==> src/rtl/cover_pkg.sv <==
// Shared types for the toggle-coverage collector: the global cover-point index
// type that leaves the block on the out_* handshake.
package cover_pkg;
  localparam int COVER_IDX_W = 64;
  typedef logic [COVER_IDX_W-1:0] cover_idx_t;
endpackage

==> src/rtl/cover_lowest_set.sv <==
// Priority encoder: reports the position of the lowest set bit of a vector and
// whether any bit is set at all.
module cover_lowest_set #(
  parameter int WIDTH = 65,
  localparam int IDX_W = (WIDTH > 1) ? $clog2(WIDTH) : 1
) (
  input  logic [WIDTH-1:0] bits,
  output logic [IDX_W-1:0] index,
  output logic             any
);

  // Scan high to low so the lowest set position is the last one written.
  always_comb begin
    index = '0;
    any   = 1'b0;
    for (int i = WIDTH - 1; i >= 0; i--) begin
      if (bits[i]) begin
        index = IDX_W'(i);
        any   = 1'b1;
      end
    end
  end

endmodule

==> src/rtl/cover_toggle_collector.sv <==
// Collects per-point toggle hits, reports each newly covered point exactly once
// (lowest index first) and keeps a running count of covered points.
module cover_toggle_collector
  import cover_pkg::*;
#(
  parameter int WIDTH       = 65,
  parameter int COVER_INDEX = 0,
  parameter int COVER_TOTAL = 11747,
  localparam int CNT_W      = $clog2(WIDTH + 1)
) (
  input  logic                   clock,
  input  logic                   reset,
  input  logic [WIDTH-1:0]       valid,
  input  logic                   clear,
  output logic                   out_valid,
  input  logic                   out_ready,
  output logic [COVER_IDX_W-1:0] out_index,
  output logic [CNT_W-1:0]       covered_count,
  output logic                   all_covered
);

  localparam int IDX_W = (WIDTH > 1) ? $clog2(WIDTH) : 1;

  if (WIDTH < 1 || WIDTH > 1024) begin : g_bad_width
    $error("cover_toggle_collector: WIDTH must be 1..1024");
  end
  if (COVER_INDEX + WIDTH > COVER_TOTAL) begin : g_bad_range
    $error("cover_toggle_collector: COVER_INDEX + WIDTH exceeds COVER_TOTAL");
  end

  logic [WIDTH-1:0] hit, pending;
  logic [WIDTH-1:0] hit_next, pending_next, pop_mask;
  logic [IDX_W-1:0] low_idx;
  logic             low_any;
  logic [CNT_W-1:0] count_next;

  cover_lowest_set #(.WIDTH(WIDTH)) u_lowest (
    .bits  (pending),
    .index (low_idx),
    .any   (low_any)
  );

  // Handshake: out_valid/out_index describe the lowest pending point; a transfer
  // happens on every rising edge where out_valid && out_ready, retiring exactly
  // that point. out_index only moves while stalled if a lower point arrives.
  assign out_valid   = low_any;
  assign out_index   = cover_idx_t'(COVER_INDEX) + cover_idx_t'(low_idx);
  assign all_covered = (covered_count == CNT_W'(WIDTH));

  always_comb begin
    pop_mask = '0;
    if (out_valid && out_ready) pop_mask[low_idx] = 1'b1;
  end

  // A popped point is already in hit, so (valid & ~hit) can never re-arm it.
  always_comb begin
    hit_next     = hit | valid;
    pending_next = (pending & ~pop_mask) | (valid & ~hit);
    count_next   = '0;
    for (int i = 0; i < WIDTH; i++) count_next = count_next + CNT_W'(hit_next[i]);
  end

  always_ff @(posedge clock or negedge reset) begin
    if (!reset) begin
      hit           <= '0;
      pending       <= '0;
      covered_count <= '0;
    end else if (clear) begin
      hit           <= '0;
      pending       <= '0;
      covered_count <= '0;
    end else begin
      hit           <= hit_next;
      pending       <= pending_next;
      covered_count <= count_next;
    end
  end

endmodule

==> config.mk <==
export PLATFORM = sky130hd
export DESIGN_NAME = cover_toggle_collector
export DESIGN_NICKNAME = d
export VERILOG_FILES = /design/src/rtl/cover_pkg.sv /design/src/rtl/cover_lowest_set.sv /design/src/rtl/cover_toggle_collector.sv
export SDC_FILE = /design/constraint.sdc
export NUM_CORES = 1
export LEC_CHECK = 0
export ABC_AREA = 1
export CAP_MARGIN = 15
export CORE_MARGIN = 2
export CORE_UTILIZATION = 33
export DETAILED_ROUTE_END_ITERATION = 12
export HOLD_SLACK_MARGIN = 0.15
export SKIP_LAST_GASP = 1
export SYNTH_ARGS = -nofsm -noshare
export SYNTH_HDL_FRONTEND = slang
export SYNTH_HIERARCHICAL = 1
export SYNTH_SLANG_ARGS = --single-unit
==> constraint.sdc <==
create_clock -name clock -period 6.5 [get_ports clock]
set_input_delay 1.3 -clock clock [delete_from_list [all_inputs] [get_ports clock]]
set_output_delay 1.3 -clock clock [all_outputs]
set_load 0.01 [all_outputs]
# Word-level counts from Yosys, hierarchy flattened
# Index checks and enable logic that the tools add are counted.
dict set report word_totals {
  register_bits 137
  out_inout_bits 73
  elab_cells 214
}
dict set report classes {
  n_addsub 64
  order_cmp 2
  eq_ne 1
  n_mux 136
  bitwise_logic 6
  reduce_logical 2
}
# op count
set op_table {}
lappend op_table {{$mux W7} 66}
lappend op_table {{$add A7 B1 Y7} 58}
lappend op_table {{$mux W65} 3}
lappend op_table {{$and A65 B65 Y65} 2}
lappend op_table {{$not A65 Y65} 2}
lappend op_table {{$or A65 B65 Y65} 2}
lappend op_table {{$mux W1} 66}
lappend op_table {{$lt A7 B8 Y1 const B} 1}
lappend op_table {{$add A6 B1 Y7} 1}
lappend op_table {{$demux W1 S7} 1}
lappend op_table {{$eq A7 B7 Y1 const B} 1}
lappend op_table {{$ge A7 B1 Y1 const B} 1}
lappend op_table {{$add A5 B1 Y6} 1}
lappend op_table {{$add A4 B1 Y5} 1}
lappend op_table {{$add A3 B1 Y4} 1}
lappend op_table {{$add A2 B1 Y3} 1}
lappend op_table {{$add A1 B1 Y2} 1}
lappend op_table {{$logic_and A1 B1 Y1} 2}

# Depth between registers and ports, before layout
# Gate-level depths: netlist of run 1.
dict set report depth {
  depth_word 74
  depth_mapped 68
}

# Modules after synthesis
# The synthesis of run 1 kept the hierarchy.
# module instances cells_each area_each_um2
set by_module_without_submodules {}
lappend by_module_without_submodules {cover_toggle_collector 1 912 7886.3}
lappend by_module_without_submodules {cover_lowest_set 1 234 1057.3}

# Worst setup path after synthesis of run 1
# No wires, ideal clock.
dict set report synth_path {
  path_type {input port to flip-flop}
  startpoint {in valid[29]}
  endpoint {reg covered_count[4]}
  arrival_ps 6726
  required_ps 6383
  slack_ps -343
  stages 21
  n_path_buf 0
  path_cell_list {inv_1 > nand2_1 > fa_1 > fa_1 > inv_1 > fa_1 > fa_1 > inv_1 > fa_1 > fa_1 > inv_1 > fa_1 > fa_1 > fa_1 > fa_1 > inv_1 > nand3_1 > nand2_1 > nand2_1 > nand2_1 > nor2_1}
}
dict set report synth_via {
  elab_chain_cells 38
}
# item line
set synth_lines {}
lappend synth_lines {{start, declared} cover_toggle_collector.sv:13} ;# input logic [WIDTH-1:0] valid,
lappend synth_lines {{$or A65 B65 Y65} cover_toggle_collector.sv:57} ;# hit_next = hit | valid;
lappend synth_lines {{$add A7 B1 Y7 (36 in series)} cover_toggle_collector.sv:60} ;# for (int i = 0; i < WIDTH; i++) count_next = count_next + CNT_W'(hit_next[i]);
lappend synth_lines {{$mux W7} cover_toggle_collector.sv:68} ;# end else if (clear) begin
lappend synth_lines {{end signal, assigned} cover_toggle_collector.sv:75} ;# covered_count <= count_next;
lappend synth_lines {{end, declared} cover_toggle_collector.sv:18} ;# output logic [CNT_W-1:0] covered_count,
# Every way passes these cells.

# Final worst setup path of run 1
dict set report layout_path {
  startpoint {in valid[5]}
  endpoint {reg hit[5]}
}
dict set report layout_via {
  elab_chain_cells 2
}
# item line
set layout_lines {}
lappend layout_lines {{$or A65 B65 Y65} cover_toggle_collector.sv:57}
lappend layout_lines {{$mux W65} cover_toggle_collector.sv:68}
lappend layout_lines {{end signal, assigned} cover_toggle_collector.sv:73} ;# hit <= hit_next;
lappend layout_lines {{end, declared} cover_toggle_collector.sv:31} ;# logic [WIDTH-1:0] hit, pending;
# Every way passes these cells.

==> key figures, run 1 <==
Die
  – FP Rows: 60
  – Die height: 168.6 um
  – Die Area: 28430 um^2
  – Die X: roughly 170 um
  – Core Footprint: 26800 um^2
  – Initial Util: 33.37%
  – IO Count: roughly 140

CTS
  – Clock sinks: 137
  – Worst-path clk slew: approximately 0.09 ns
  – CTS max path bufs: 2
  – H-tree depth: 4
  – Clk_lat worst skew: 0.44 ns
  – CTS Buf Count: 17
  – Clock root buffer: clkbuf_16
  – TritonCTS clock tree: done

Routing
  – DRT Pass-1 Iters: 5
  – Initial DRC count: roughly 650
  – Antenna viol nets, final: 0
  – Via-to-Cell Ratio: 4.656
  – Drt total wl: 34190 um
  – DR WL/cell: about 17 um
  – Vias: 9336
  – Drt drc: 0

STA
  – Setup violators final: 4
  – Final hold vios: 0
  – Relative slew slack: 36.30%
  – Worst-margin pin slew: 0.9555 ns
  – Min Clock Period, post-route: 6.751 ns
  – Max Clock Freq: about 150 MHz
  – Clk_skew: between 0.02 and 0.03 ns
  – RSZ-0062 raised after global routing: true
  – Fin crit share: 103.9%
  – Slew Limit Fails: 0
  – Final worst setup slack: -0.2506 ns

Place
  – I/O Buffers: 84
  – Area after DPL: 10190 um^2
  – Post-DP HPWL: 17760 um
  – Placed insts: 1585
  – Routability cong.: 0.8616
  – Pre-CTS setup slack: -0.9042 ns

Layout
  – # fillers: 2410
  – Ant diodes: 0
  – Share of layout cells above drive strength 1: about 36%
  – Most frequent cells in the layout: buf_4 (422), nand2_1 (315), inv_1 (184)
  – Area grow syn2layout: 54.92%
  – Finished Cell Area: about 14000 um^2
  – Final net count: 1789
  – Finished Layout Cells: 2005
  – Post-Route Utilization: 51.70%
  – Most common cell after layout, fill and taps aside: buf_4

Power
  – VDD IR max: 1.955 mV
  – Power Density: about 540 nW/um^2
  – Leakage: 0.007330 uW

Critical path
  – Arrival @ worst endpoint: between 7 and 8 ns
  – Critical path class: in2reg
  – Highest net fanout along the worst path: 2
  – Crit start category: input pin
  – Critical path's largest stage delay: 0.18 ns
  – Worst Setup SP: valid[5]
  – Critical Path End Type: flop
  – Most frequent CP cell: buf_4
  – WP data required: 6.86 ns
  – Reg2reg start: hit[7]
  – CP max-delay cell: a21oi_4

Yosys
  – Syn Std Cell Area: 8944 um^2
  – Synth Warn #: 6
  – Post-synth EDFFs: 0
  – Syn Area/Cell: 7.804 um^2
  – Sequential element share of the synthesized area: a little under two fifths
  – Netlist cell types: 32
  – Top_reg_cell synth: dfrtp_1
  – Post-Syn Instances: ~1.1k
  – Synthesized flop and latch total: 137
  – Fraction of registers with async set/reset: 100.0%

Global routing
  – Initial antenna violation count: 0
  – All-layer global routing usage: 25.04%
  – First-pass GRT wire length: 53500 um
  – Gr ovfl total: 0
  – Largest net degree at the start of global routing: 83
  – Vias in the first global route: a little under 10k

Min path
  – Hold Path Origin: hit[60]
  – Worst hold path type: reg2reg

Run status
  – Outcome: finished, violations left
  – Failing checks: negative setup slack

Flow run
  – Max-cap violations: 0
-- path summary, 6_finish.rpt --
kind	slack, ns	endpoint	cells past startpoint
setup reg to reg	0.41	covered_count[4]	19
setup / recovery	-0.25	hit[5]	47
max in group asynchronous	4.25	hit[34]	2
hold reg to reg	0.52	pending[60]	3
hold / removal	0.52	pending[60]	3
min in group asynchronous	0.88	hit[7]	1
-- registers in the layout (all words and copies together) (netlist names) --
name,cells
covered_count,7
pending,65
hit,65
-- power by group --
| part | switching (uW) | internal [uW] |
|---|---|---|
| logic | 2850 | 2500 |
| registers | 50.3 | 967 |
| clock network | 434 | 614 |
-- per-stage QoR --
stage          setup TNS (ns)  power (uW)  hold WS [ns]
6_report              -0.4593        7416        0.5167
5_1_grt                -1.073        8220        0.5508
4_1_cts               -0.4676        7001        0.5139
3_5_place_dp           -5.117        5544        0.5063
3_3_place_gp           -5.230        5531        0.4982
2_1_floorplan         -0.1186        4232        0.4829
-- Yosys cell counts (all sizes together) (2+ instances only) --
master    n  area share [%]
nor3      6            0.34
ha       14             2.0
dfrtp   137              38
nor4      6            0.42
a31oi     2            0.14
fa       55              12
o21ai     8            0.45
bufinv    7             1.4
a21oi   124             7.0
nand2   340              14
a311oi    2            0.20
nor2    104             5.3
inv     224             9.4
buf      68             5.5
o31ai     2            0.17
nand3    33             1.8
clkbuf    7            0.29
-- layer usage --
metal	vias up	track usage (%)	part of all wire (%)
met4	0	15.55	6.1
li1	4335	-	-
met3	159	5.097	5.9
met5	-	0	0
met2	454	41.33	48
met1	4388	30.14	40
-- cells by family (layout without fill, tap and decap cells) --
group	Yosys count	after routing	share of synthesized area, %
other cells	1	57	0.04193
buf+inv	306	768	16.52
compound gates	142	142	8.282
flops	137	137	38.33
fa+ha+maj	69	69	14.27
simple gates	491	491	22.55
-- worst max-delay path: cells and delay by family --
family / cells / cell delay (ns)
compound gates: 1 / 0.18
buf+inv: 46 / 5.66
-- repair_timing --
action                                  in CTS  in global routing
endpoints found under the setup margin       7                 16
resized for setup                          138                 73
hold buffers                                 0                  0
setup buffers                              420                  4
pin swaps                                   34                 34
-- area by class of cell --
| type | instances | area [um^2] | area share [%] |
|---|---|---|---|
| Inverter | 231 | 983.4 | 7.098 |
| Clock buffer | 17 | 425.4 | 3.070 |
| Multi-Input combinational cell | 759 | 4427 | 31.95 |
| Timing Repair Buffer | 505 | 3974 | 28.68 |
| Clock inverter | 15 | 191.4 | 1.382 |
| Tap cell | 341 | 426.7 | 3.079 |
| Sequential cell | 137 | 3428 | 24.74 |
(Power assumes the default switching activity.)
==> inputs of run 2 (changes only) <==
ABC_CLOCK_PERIOD_IN_PS = 6500   (was not set)
CELL_PAD_IN_SITES_DETAIL_PLACEMENT = 2   (was not set)
CELL_PAD_IN_SITES_GLOBAL_PLACEMENT = 2   (was not set)
CORE_UTILIZATION = 32   (was 33)
HOLD_SLACK_MARGIN = not set   (was 0.15)
PLACE_DENSITY_LB_ADDON = 0.1   (was not set)
==> key figures, run 2 (synthesis results as in run 1) <==
CTS
  – # hold bufs at CTS: 0 (unchanged)
  – Worst-path clk slew: 0.07 ns (-0.02 ns)
  – Clk_lat worst skew: 0.45 ns (about the same)
  – Clock root buffer: clkbuf_16
  – H-tree depth: 4 (unchanged)
  – CTS Buf Count: 17 (unchanged)
  – CTS max path bufs: 2 (unchanged)
  – TritonCTS clock tree: done
  – Clock sinks: 137 (unchanged)

Power
  – Sw Pwr: 3445 uW (+3.2%)
  – Sequential Power Share: 13.8% (about the same)
  – Clock power frac: 13.9% (-0.2 points)
  – Gate power share: 72.3% (+0.2 points)
  – Leakage: 0.006350 uW (-13%)
  – Sw frac: 46.47% (+1.5 points)
  – VDD IR max: 0.7452 mV (-62%)
  – Int Pwr: 3969 uW (-2.7%)
  – Power Density: 601.1 nW/um^2 (+12%)
  – Pwr Total: 7414 uW (about the same)

Layout
  – Most frequent cells in the layout: nand2_1 (303), buf_4 (227), inv_1 (178)
  – Area grow syn2layout: 37.90%
  – Register area: 3428 um^2 (unchanged)
  – Area of the multi-input gates: 4419 um^2 (-0.17%)
  – Post-Route Utilization: 44.64% (-7.1 points)
  – Share of layout cells above drive strength 1: 28.34% (-7.7 points)
  – # fillers: 3222 (+34%)
  – Final net count: 1594 (-11%)
  – Most common cell after layout, fill and taps aside: nand2_1
  – Top flop regs: hit x65, pending x65, covered_count x7
  – Finished Layout Cells: 1847 (-7.9%)

STA
  – RSZ-0062 raised after global routing: true
  – Relative slew slack: 33.92% (-2.4 points)
  – Hold_ws: 0.5299 ns (+0.01318 ns)
  – Min Clock Period, post-route: 6.651 ns (-0.09983 ns)
  – Max Clock Freq: 150.4 MHz (+1.5%)
  – Fin crit share: 102.3% (-1.5 points)
  – Slew Limit Fails: 0 (unchanged)
  – Worst-margin pin slew: 0.9846 ns (+0.02910 ns)
  – Setup violators final: 5 (+1)
  – Clk_skew: 0.02801 ns (+0.001634 ns)
  – Final hold vios: 0 (unchanged)
  – Final worst setup slack: -0.1507 ns (+0.09983 ns)

Flow run
  – Max-cap violations: 0 (unchanged)

Global routing
  – First-pass GRT wire length: 64070 um (+20%)
  – Initial antenna violation count: 1 (+1)
  – Largest net degree at the start of global routing: 72 (-13%)
  – All-layer global routing usage: 30.24% (+5.2 points)
  – Gr ovfl total: 0 (unchanged)
  – Vias in the first global route: 10.33k (+5.5%)

Critical path
  – WP data required: 6.83 ns (-0.03 ns)
  – Crit start category: input pin
  – CP max-delay cell: fa_2
  – Critical path's top delay family: adder cells
  – Buffer and inverter count on the worst path: 4 (-91%)
  – Critical path class: in2reg
  – Highest net fanout along the worst path: 3 (+1)
  – Critical path's largest stage delay: 0.62 ns (+0.44 ns)
  – Arrival @ worst endpoint: 6.98 ns (-0.13 ns)
  – CP Cell Sequence: clkdlybuf4s15_2, inv_2, nand2_2, fa_2, fa_1, fa_1, fa_1, fa_1, fa_1, inv_2, fa_1, fa_1, fa_2, fa_2, inv_2, nand3_2, nand2_2, nand2_2, nand2_1, nor2_1
  – Critical Path End Type: flop
  – Most frequent CP cell: fa_1

Place
  – I/O Buffers: 84 (unchanged)
  – Post-DP HPWL: 22620 um (+27%)
  – Placed insts: 1627 (+2.6%)
  – Pre-CTS setup slack: -0.9537 ns (-0.04955 ns)
  – Routability cong.: 0.7729 (-10%)

Die
  – FP Rows: 61 (+1.7%)
  – Initial Util: 32.37% (-1.0 points)
  – Core Footprint: 27630 um^2 (+3.1%)
  – Die X: 171.2 um (+1.5%)
  – Die Area: 29300 um^2 (+3.1%)
  – IO Count: 142 (unchanged)
  – Die height: 171.2 um (+1.5%)

Routing
  – Vias: 8786 (-5.9%)
  – Drt total wl: 41700 um (+22%)
  – Antenna viol nets, final: 0 (unchanged)
  – DRT Pass-1 Iters: 5 (unchanged)
  – DR WL/cell: 22.57 um (+32%)
  – Drt drc: 0 (unchanged)
  – Via-to-Cell Ratio: 4.757 (+2.2%)
  – Initial DRC count: 389 (-40%)

Run status
  – Failing checks: negative setup slack
  – Outcome: finished, violations left

Min path
  – Worst hold path type: reg2reg
## run 2: power by group through the flow
stage / clock network, uW / registers [uW] / logic, uW
finish: 1030 / 1020 / 5360
CTS: 1020 / 1020 / 5230
global route: 1070 / 1030 / 6170
global placement: 0 / 1030 / 4520
detailed placement: 0 / 1030 / 4920
floorplan: 0 / 1020 / 3210
## run 2: layer usage
layer  up-vias  track usage (%)  wire [um]
li1       3939                -          -
met1      4489            33.55      16460
met3       107            6.305       1532
met4         0            16.62       2033
met2       251            54.07      21670
met5         -                0          0
## run 2: tightest hold or removal path, stage by stage, from the launching register on
cell	delay, ns
dfrtp_1	0.32
inv_1	0.06
a21oi_1	0.11
## run 2: final timing paths
| check | slack [ns] | from | cells past startpoint | to |
|---|---|---|---|---|
| min | 0.53 | hit[56] | 2 | hit[56] |
| min reg2reg | 0.53 | hit[56] | 2 | hit[56] |
| max reg2reg | 0.29 | hit[43] | 21 | covered_count[4] |
| min in group asynchronous | 0.78 | reset | 1 | hit[3] |
| max in group asynchronous | 4.49 | reset | 2 | pending[26] |
| max | -0.15 | valid[15] | 20 | covered_count[4] |
## run 2: cell type report
class / count / share of cell area, %
multi-input cells: 759 / 35.83
flip-flops and latches: 137 / 27.80
repair buffers: 310 / 19.90
inverters: 231 / 7.933
well taps: 378 / 3.835
clock buffers: 17 / 3.449
clock inverters: 14 / 1.228
diodes: 1 / 0.02029
## run 2: stage by stage
step	area, um^2	setup TNS [ns]
6_report	12330	-0.4879
5_1_grt	12330	-1.692
4_1_cts	12380	-0.5402
3_5_place_dp	10270	-5.604
3_3_place_gp	10270	-5.049
2_1_floorplan	9186	-0.1186
## run 2: repair_timing
item	in CTS	in global routing
buffers inserted	197	11
pin swaps	34	33
endpoints found under the setup margin	7	11
gates resized for setup	145	75
